$ cat src/rtl/ysyx_22050039_pkg.sv
// Shared types and defaults for the NPC multi-cycle sequencer.
// The optional handshake watchdog is enabled by YSYX_22050039_HS_TIMEOUT_EN.
package ysyx_22050039_pkg;

  localparam int unsigned XLEN_DEF    = 64;
  localparam int unsigned RET_W       = 64;
  localparam int unsigned INST_W      = 32;
  localparam int unsigned CAUSE_W     = 2;
  localparam int unsigned TIMEOUT_DEF = 255;

  localparam logic [63:0] RESET_PC_DEF = 64'h8000_0000;

  typedef enum logic [2:0] {
    FETCH = 3'd0,
    EXEC  = 3'd1,
    MEM   = 3'd2,
    WB    = 3'd3,
    HALT  = 3'd4,
    TRAP  = 3'd5
  } state_e;

  typedef logic [CAUSE_W-1:0] cause_t;

  localparam cause_t CAUSE_NONE     = 2'd0;
  localparam cause_t CAUSE_INVAL    = 2'd1;
  localparam cause_t CAUSE_MISALIGN = 2'd2;
  localparam cause_t CAUSE_TIMEOUT  = 2'd3;

  // Sticky terminal status reported to the outside world.
  typedef struct packed {
    logic   halted;
    logic   trapped;
    cause_t cause;
  } status_t;

  // Instruction targets must be word aligned.
  function automatic logic pc_misaligned(input logic [1:0] pc_lo);
    return pc_lo != 2'b00;
  endfunction

endpackage

$ cat src/rtl/ysyx_22050039_seq_ctrl_hs_wdog.sv
// Handshake wait counter: expires after TIMEOUT enabled cycles without a clear.
// Only built when YSYX_22050039_HS_TIMEOUT_EN is defined.
`ifdef YSYX_22050039_HS_TIMEOUT_EN
module ysyx_22050039_hs_wdog #(
  parameter int unsigned TIMEOUT = 255
) (
  input  logic clk,
  input  logic rst_n,
  input  logic clr_i,
  input  logic en_i,
  output logic expire_c_o
);

  localparam int unsigned CNT_W = $clog2(TIMEOUT + 1);

  logic [CNT_W-1:0] cnt_q;
  logic [CNT_W-1:0] cnt_d;

  // Expiry is flagged during the TIMEOUT-th waiting cycle so the caller can act at its end.
  assign expire_c_o = en_i && (cnt_q == CNT_W'(TIMEOUT - 1));

  always_comb begin
    cnt_d = cnt_q;
    if (clr_i) begin
      cnt_d = '0;
    end else if (en_i && !expire_c_o) begin
      cnt_d = cnt_q + CNT_W'(1);
    end
  end

  always_ff @(posedge clk or negedge rst_n) begin
    if (!rst_n) begin
      cnt_q <= '0;
    end else begin
      cnt_q <= cnt_d;
    end
  end

endmodule
`endif

$ cat src/rtl/ysyx_22050039_seq_ctrl.sv
// Multi-cycle instruction sequencer: owns the PC and walks FETCH/EXEC/MEM/WB.
// Define YSYX_22050039_HS_TIMEOUT_EN to trap on handshakes that wait TIMEOUT cycles.
module ysyx_22050039_seq_ctrl
  import ysyx_22050039_pkg::*;
#(
  parameter int unsigned      XLEN     = XLEN_DEF,
  parameter logic [XLEN-1:0]  RESET_PC = XLEN'(RESET_PC_DEF)
`ifdef YSYX_22050039_HS_TIMEOUT_EN
  ,
  parameter int unsigned      TIMEOUT  = TIMEOUT_DEF
`endif
) (
  input  logic              clk,
  input  logic              rst_n,
  output logic [XLEN-1:0]   pc_o,
  output logic              if_req_o,
  input  logic              if_ack_i,
  input  logic [INST_W-1:0] if_inst_i,
  output logic [INST_W-1:0] inst_o,
  input  logic              is_mem_i,
  input  logic              is_ebreak_i,
  input  logic              is_inval_i,
  input  logic              rf_wen_dec_i,
  input  logic              jump_i,
  input  logic [XLEN-1:0]   dnpc_i,
  output logic              mem_req_o,
  input  logic              mem_ack_i,
  output logic              rf_wen_o,
  output logic              halted_o,
  output logic              trapped_o,
  output logic [CAUSE_W-1:0] trap_cause_o,
  output logic [RET_W-1:0]  retired_o
);

  state_e              state_q, state_d;
  logic [XLEN-1:0]     pc_q, pc_d;
  logic [XLEN-1:0]     npc_q, npc_d;
  logic [XLEN-1:0]     npc_c;
  logic [INST_W-1:0]   inst_q, inst_d;
  logic [RET_W-1:0]    retired_q, retired_d;
  status_t             status_q, status_d;
  logic                if_req_q, if_req_d;
  logic                mem_req_q, mem_req_d;
  logic                rf_wen_q, rf_wen_d;
  logic                wdog_expire_c;

`ifdef YSYX_22050039_HS_TIMEOUT_EN
  logic wdog_clr_c;
  logic wdog_en_c;

  // Any state change (including an ack completing) restarts the wait count.
  assign wdog_clr_c = (state_d != state_q);
  assign wdog_en_c  = (state_q == FETCH) || (state_q == MEM);

  ysyx_22050039_hs_wdog #(
    .TIMEOUT (TIMEOUT)
  ) u_hs_wdog (
    .clk        (clk),
    .rst_n      (rst_n),
    .clr_i      (wdog_clr_c),
    .en_i       (wdog_en_c),
    .expire_c_o (wdog_expire_c)
  );
`else
  assign wdog_expire_c = 1'b0;
`endif

  assign npc_c = jump_i ? dnpc_i : pc_q + XLEN'(4);

  // Next-state and datapath update; acks are only looked at in their own state.
  always_comb begin
    state_d   = state_q;
    pc_d      = pc_q;
    npc_d     = npc_q;
    inst_d    = inst_q;
    retired_d = retired_q;
    status_d  = status_q;
    rf_wen_d  = 1'b0;

    unique case (state_q)
      FETCH: begin
        if (if_ack_i) begin
          inst_d  = if_inst_i;
          state_d = EXEC;
        end else if (wdog_expire_c) begin
          status_d.cause = CAUSE_TIMEOUT;
          state_d        = TRAP;
        end
      end
      EXEC: begin
        if (is_inval_i) begin
          status_d.cause = CAUSE_INVAL;
          state_d        = TRAP;
        end else if (is_ebreak_i) begin
          retired_d = retired_q + RET_W'(1);
          state_d   = HALT;
        end else begin
          npc_d = npc_c;
          if (pc_misaligned(npc_c[1:0])) begin
            status_d.cause = CAUSE_MISALIGN;
            state_d        = TRAP;
          end else if (is_mem_i) begin
            state_d = MEM;
          end else begin
            rf_wen_d = rf_wen_dec_i;
            state_d  = WB;
          end
        end
      end
      MEM: begin
        if (mem_ack_i) begin
          rf_wen_d = rf_wen_dec_i;
          state_d  = WB;
        end else if (wdog_expire_c) begin
          status_d.cause = CAUSE_TIMEOUT;
          state_d        = TRAP;
        end
      end
      WB: begin
        pc_d      = npc_q;
        retired_d = retired_q + RET_W'(1);
        state_d   = FETCH;
      end
      HALT: begin
        state_d = HALT;
      end
      TRAP: begin
        state_d = TRAP;
      end
      default: begin
        state_d = FETCH;
      end
    endcase

    status_d.halted  = (state_d == HALT);
    status_d.trapped = (state_d == TRAP);
    if_req_d         = (state_d == FETCH);
    mem_req_d        = (state_d == MEM);
  end

  always_ff @(posedge clk or negedge rst_n) begin
    if (!rst_n) begin
      state_q   <= FETCH;
      pc_q      <= RESET_PC;
      npc_q     <= RESET_PC;
      inst_q    <= '0;
      retired_q <= '0;
      status_q  <= '0;
      if_req_q  <= 1'b0;
      mem_req_q <= 1'b0;
      rf_wen_q  <= 1'b0;
    end else begin
      state_q   <= state_d;
      pc_q      <= pc_d;
      npc_q     <= npc_d;
      inst_q    <= inst_d;
      retired_q <= retired_d;
      status_q  <= status_d;
      if_req_q  <= if_req_d;
      mem_req_q <= mem_req_d;
      rf_wen_q  <= rf_wen_d;
    end
  end

  assign pc_o         = pc_q;
  assign inst_o       = inst_q;
  assign retired_o    = retired_q;
  assign if_req_o     = if_req_q;
  assign mem_req_o    = mem_req_q;
  assign rf_wen_o     = rf_wen_q;
  assign halted_o     = status_q.halted;
  assign trapped_o    = status_q.trapped;
  assign trap_cause_o = status_q.cause;

endmodule

$ cat config.mk
export PLATFORM = sky130hd
export DESIGN_NAME = ysyx_22050039_seq_ctrl
export DESIGN_NICKNAME = d
export VERILOG_FILES = /design/src/rtl/ysyx_22050039_pkg.sv /design/src/rtl/ysyx_22050039_seq_ctrl_hs_wdog.sv /design/src/rtl/ysyx_22050039_seq_ctrl.sv
export SDC_FILE = /design/constraint.sdc
export NUM_CORES = 1
export LEC_CHECK = 0
export BUFFER_PORTS_ARGS = -buffer_cell sky130_fd_sc_hd__buf_2
export CAP_MARGIN = 20
export CORE_MARGIN = 2
export CORE_UTILIZATION = 35
export CTS_BUF_LIST = sky130_fd_sc_hd__clkbuf_16
export CTS_CLUSTER_DIAMETER = 60
export DETAILED_ROUTE_END_ITERATION = 8
export PLACE_DENSITY = 0.57
export SKIP_LAST_GASP = 1
export SYNTH_ARGS = -nofsm -noshare
export SYNTH_HDL_FRONTEND = slang
export SYNTH_HIERARCHICAL = 1
export SYNTH_SLANG_ARGS = --single-unit
export TNS_END_PERCENT = 5
$ cat constraint.sdc
create_clock -name clk -period 2.9 [get_ports clk]
set_input_delay 0.435 -clock clk [delete_from_list [all_inputs] [get_ports clk]]
set_output_delay 0.435 -clock clk [all_outputs]
set_load 0.1 [all_outputs]
==> flow_summary.html <==
<table>
<tr><th>Metric</th><th>Value</th></tr>
<tr><th colspan="2">Status</th></tr>
<tr><td>Run status</td><td>finished, final reports clean</td></tr>
<tr><th colspan="2">Floorplan</th></tr>
<tr><td>Initial Util</td><td>35.3%</td></tr>
<tr><td>Height of the chip</td><td>182 um</td></tr>
<tr><td>Number of top-level pins</td><td>272</td></tr>
<tr><td>Std-Cell Rows</td><td>65</td></tr>
<tr><td>Die area</td><td>33,000 um^2</td></tr>
<tr><td>Area of the core</td><td>31,300 um^2</td></tr>
<tr><td>Width of the die</td><td>182 um</td></tr>
<tr><th colspan="2">Placement</th></tr>
<tr><td>Number of placed instances with taps included</td><td>1,696</td></tr>
<tr><td>HPWL after DPL</td><td>21.9 mm</td></tr>
<tr><td>Count of input and output buffers</td><td>271</td></tr>
<tr><td>RePlAce Congestion</td><td>0.874</td></tr>
<tr><td>Post-DP Area</td><td>13,100 um^2</td></tr>
<tr><th colspan="2">STA</th></tr>
<tr><td>Max transition margin</td><td>44.8%</td></tr>
<tr><td>Clk_skew</td><td>0.0196 ns</td></tr>
<tr><td>RSZ-0062 raised after global routing</td><td>no</td></tr>
<tr><td>Max-slew violation count</td><td>0</td></tr>
<tr><td>Top achievable clock speed</td><td>0.412 GHz</td></tr>
<tr><td>Slew at the pin closest to its max-slew limit</td><td>0.827 ns</td></tr>
<tr><td># setup viols final</td><td>0</td></tr>
<tr><td>Post-Route Setup TNS</td><td>0 ns</td></tr>
<tr><td>Hold violation total from the final report</td><td>0</td></tr>
<tr><td>Portion of the clock cycle consumed by the worst path in the final layout</td><td>83.7%</td></tr>
<tr><td>Minimum clock period</td><td>2.43 ns</td></tr>
<tr><th colspan="2">Global routing</th></tr>
<tr><td>Initial antenna violation count</td><td>1</td></tr>
<tr><td>Overall global routing resource usage</td><td>18.5%</td></tr>
<tr><td>Wire length of the first global-routing pass</td><td>49.1 mm</td></tr>
<tr><td>Pin count of the biggest net entering global routing</td><td>86</td></tr>
<tr><td>Vias in the first global route</td><td>8,735</td></tr>
<tr><td>Overflow left after global routing</td><td>0</td></tr>
<tr><th colspan="2">Clock tree</th></tr>
<tr><td>Maximum clock insertion buffer count</td><td>3</td></tr>
<tr><td>TritonCTS clock tree</td><td>done</td></tr>
<tr><td>Cell at the root of the clock tree</td><td>clkbuf_16</td></tr>
<tr><td>Worst-path clk slew</td><td>0.06 ns</td></tr>
<tr><td>Number of buffers added for setup after CTS</td><td>0</td></tr>
<tr><td>H-Tree Depth</td><td>1</td></tr>
<tr><td>CTS buffer count</td><td>27</td></tr>
<tr><td>Worst-skew pair later-pin latency</td><td>0.53 ns</td></tr>
<tr><td>Clock Sink Count</td><td>234</td></tr>
<tr><th colspan="2">Routing</th></tr>
<tr><td>Number of DRC markers in iteration 0</td><td>402</td></tr>
<tr><td>Wire length after detailed routing</td><td>30.8 mm</td></tr>
<tr><td>Final antenna-violating net count</td><td>0</td></tr>
<tr><td>DRC violations left</td><td>0</td></tr>
<tr><td>Via count normalized by instance count</td><td>5.07</td></tr>
<tr><td>Detailed-router iteration count before antenna repair</td><td>5</td></tr>
<tr><td>Number of vias in the routed layout</td><td>8,857</td></tr>
<tr><td>Avg WL per Cell</td><td>17.6 um</td></tr>
<tr><th colspan="2">Logic synthesis</th></tr>
<tr><td>Synth Register Bits</td><td>234</td></tr>
<tr><td>Post-synth net total</td><td>1,140</td></tr>
<tr><td>Portion of synthesized cell area occupied by the leading cell type</td><td>52.5%</td></tr>
<tr><td>Post-synthesis async set-or-reset flop share</td><td>100%</td></tr>
<tr><td>Sequential area share after synthesis</td><td>53.0%</td></tr>
<tr><td>Dominant cell type by area after synthesis</td><td>dfrtp_1</td></tr>
<tr><td>Number of flops mapped to enable cells by yosys</td><td>0</td></tr>
<tr><td>Synth area leaders</td><td>dfrtp_1 (53%), mux2_2 (9.9%), xnor2_1 (5.7%), xor2_1 (3.2%), nand2_1 (3.2%)</td></tr>
<tr><td>Post-Syn Area</td><td>11,100 um^2</td></tr>
<tr><td>Yosys synthesis warning count</td><td>6</td></tr>
<tr><td>Top_reg_cell synth</td><td>dfrtp_1</td></tr>
<tr><td>Cell variety after synth</td><td>55</td></tr>
<tr><td>Synth Instances</td><td>1,033</td></tr>
<tr><td>Avg Inst Size Synth</td><td>10.7 um^2</td></tr>
<tr><th colspan="2">Run</th></tr>
<tr><td>Total of max-cap violations</td><td>0</td></tr>
<tr><th colspan="2">Cells and area</th></tr>
<tr><td>FF+latch area</td><td>5860 um^2</td></tr>
<tr><td>Area grow syn2layout</td><td>25.1%</td></tr>
<tr><td>Number of standard cells in the final layout excluding fillers</td><td>1,746</td></tr>
<tr><td>Final layout net count</td><td>1,431</td></tr>
<tr><td>Footprint of the multi-input gates</td><td>4970 um^2</td></tr>
<tr><td>Fraction of layout instances using a drive strength above 1</td><td>34.3%</td></tr>
<tr><td>Final instance area</td><td>13,800 um^2</td></tr>
<tr><td>Number of fillers in the final layout</td><td>3,038</td></tr>
<tr><th colspan="2">Critical path</th></tr>
<tr><td>End of the worst register-to-register path</td><td>retired_o[51]</td></tr>
<tr><td>Worst endpoint data arrival time</td><td>2.87 ns</td></tr>
<tr><td>Class of the most critical setup path</td><td>register to register</td></tr>
<tr><td>Endpoint kind of the worst setup timing path</td><td>register</td></tr>
<tr><td>Worst r2r path cells</td><td>6</td></tr>
<tr><td>Startpoint of the lowest-slack register-to-register path</td><td>state_q[2]</td></tr>
<tr><td>Setup slack, reg-to-reg</td><td>0.47 ns</td></tr>
<tr><td>Data required time of the critical path</td><td>3.34 ns</td></tr>
<tr><td>Top fanout value on the critical path</td><td>10</td></tr>
<tr><td>Kind of start point of the critical path</td><td>register</td></tr>
<tr><th colspan="2">Min path</th></tr>
<tr><td>Worst min-delay path category</td><td>input port to register</td></tr>
<tr><td>Hold path start</td><td>if_inst_i[10]</td></tr>
<tr><td>Terminating pin of the worst hold path</td><td>inst_o[10]</td></tr>
<tr><td>WHS Path Cells</td><td>2</td></tr>
<tr><th colspan="2">Power</th></tr>
<tr><td>Worst voltage drop across the vdd grid</td><td>0.862 mV</td></tr>
<tr><td>Cell Pwr Density</td><td>823 nW/um^2</td></tr>
<tr><td>Pleak</td><td>6.74 nW</td></tr>
</table>
## cells in the final DEF (no fill, tap or decap), types with 14 or more instances in the layout
cell type	instances
dfrtp_1	230
nor2_1	59
and3_1	36
a21oi_1	42
nor4_1	14
buf_4	34
clkbuf_16	27
xnor2_1	72
xor2_1	41
inv_1	25
nand4_1	32
buf_2	270
nand2_1	93
o21ai_0	52
nor3_1	40
nand3_1	57
mux2_2	97
## sequential cells by signal (all words and copies together), names as in the netlist
name          cells
halted_o          1
rf_wen_o          1
retired_o        64
state_q           3
trap_cause_o      2
trapped_o         1
mem_req_o         1
if_req_o          1
inst_o           32
npc_q            64
pc_o             64
## cell families (layout without fill, tap and decap cells)
group / Yosys count / after routing / share of synthesized area [%]
simple gates: 379 / 379 / 17.8
flops: 234 / 234 / 53.0
compound gates: 139 / 139 / 7.32
xor+xnor: 113 / 113 / 8.95
mux: 105 / 105 / 10.6
buf+inv: 61 / 371 / 2.15
fa+ha+maj: 2 / 2 / 0.226
other cells: 0 / 1 / 0
## critical path, stage by stage (launching register included)
cell,delay (ns)
dfrtp_1,0.42
and2b_2,0.29
o2111ai_2,0.20
or4_4,0.60
or2_1,0.39
nor3_1,0.28
xor2_1,0.17
## where the power goes
group / switching [W] / leakage, nW / internal [W]
clock: 0.00131 / 0.420 / 0.00167
combinational: 0.00321 / 3.23 / 0.000788
sequential: 0.000454 / 3.09 / 0.00396
## per-layer routing
metal,up-vias,part of all wire [%],global-route usage [%]
li1,4245,-,-
met1,4342,46,25.8
met2,226,47,29.8
met3,44,5.7,3.39
met4,0,1.7,4.59
met5,-,0,0
## per-stage QoR
stage | setup slack (ns) | power [W] | util [%] | hold slack, ns
floorplan | 0.0293 | 0.00767 | - | 0.139
global placement | 0.366 | 0.00843 | 41.7 | 0.458
detailed placement | 0.368 | 0.00847 | 41.7 | 0.466
CTS | 0.475 | 0.0115 | 44.2 | 0.119
global route | 0.340 | 0.0119 | 44.2 | 0.120
finish | 0.472 | 0.0114 | 44.2 | 0.149
## cell type report
class / count / area share [%]
clock inverter: 21 / 0.660
sequential: 234 / 42.4
inverter: 15 / 0.407
multi-input combinational: 738 / 35.9
tap: 402 / 3.64
timing repair buffer: 308 / 12.1
clock buffer: 27 / 4.88
antenna: 1 / 0.0181
## worst max path at each step
stage                             from            end  slack (ns)  depth (start not counted)
after floorplan           retired_o[4]  retired_o[59]        0.03                          7
after global placement     is_ebreak_i  retired_o[51]        0.37                          7
after detailed placement   is_ebreak_i  retired_o[51]        0.37                          7
after CTS                   state_q[2]  retired_o[51]        0.48                          6
after global routing        state_q[2]  retired_o[59]        0.34                          6
final                       state_q[2]  retired_o[51]        0.47                          6
## Yosys cell counts, types with 3 or more instances
cell type,n
dfrtp_1,232
mux2_2,97
nand2_1,95
xnor2_1,72
nor2_1,59
nand3_1,57
o21ai_0,52
a21oi_1,42
nor3_1,41
xor2_1,41
clkbuf_1,40
and3_1,36
nand4_1,32
inv_1,15
nor4_1,14
o22ai_1,13
mux2i_1,8
nand2b_1,7
o31ai_1,7
o211ai_1,6
and2_1,5
and4_1,5
o21a_1,5
or3_1,5
buf_1,4
o31a_1,4
nor2b_1,3
nor4_4,3
or2_2,3
## repair_timing
action | in CTS | in global routing
gates resized for setup | 0 | 0
endpoints found under the hold margin | 75 | 0
hold buffers | 1 | 0
No activity file was read; power rests on OpenSTA's default activity.
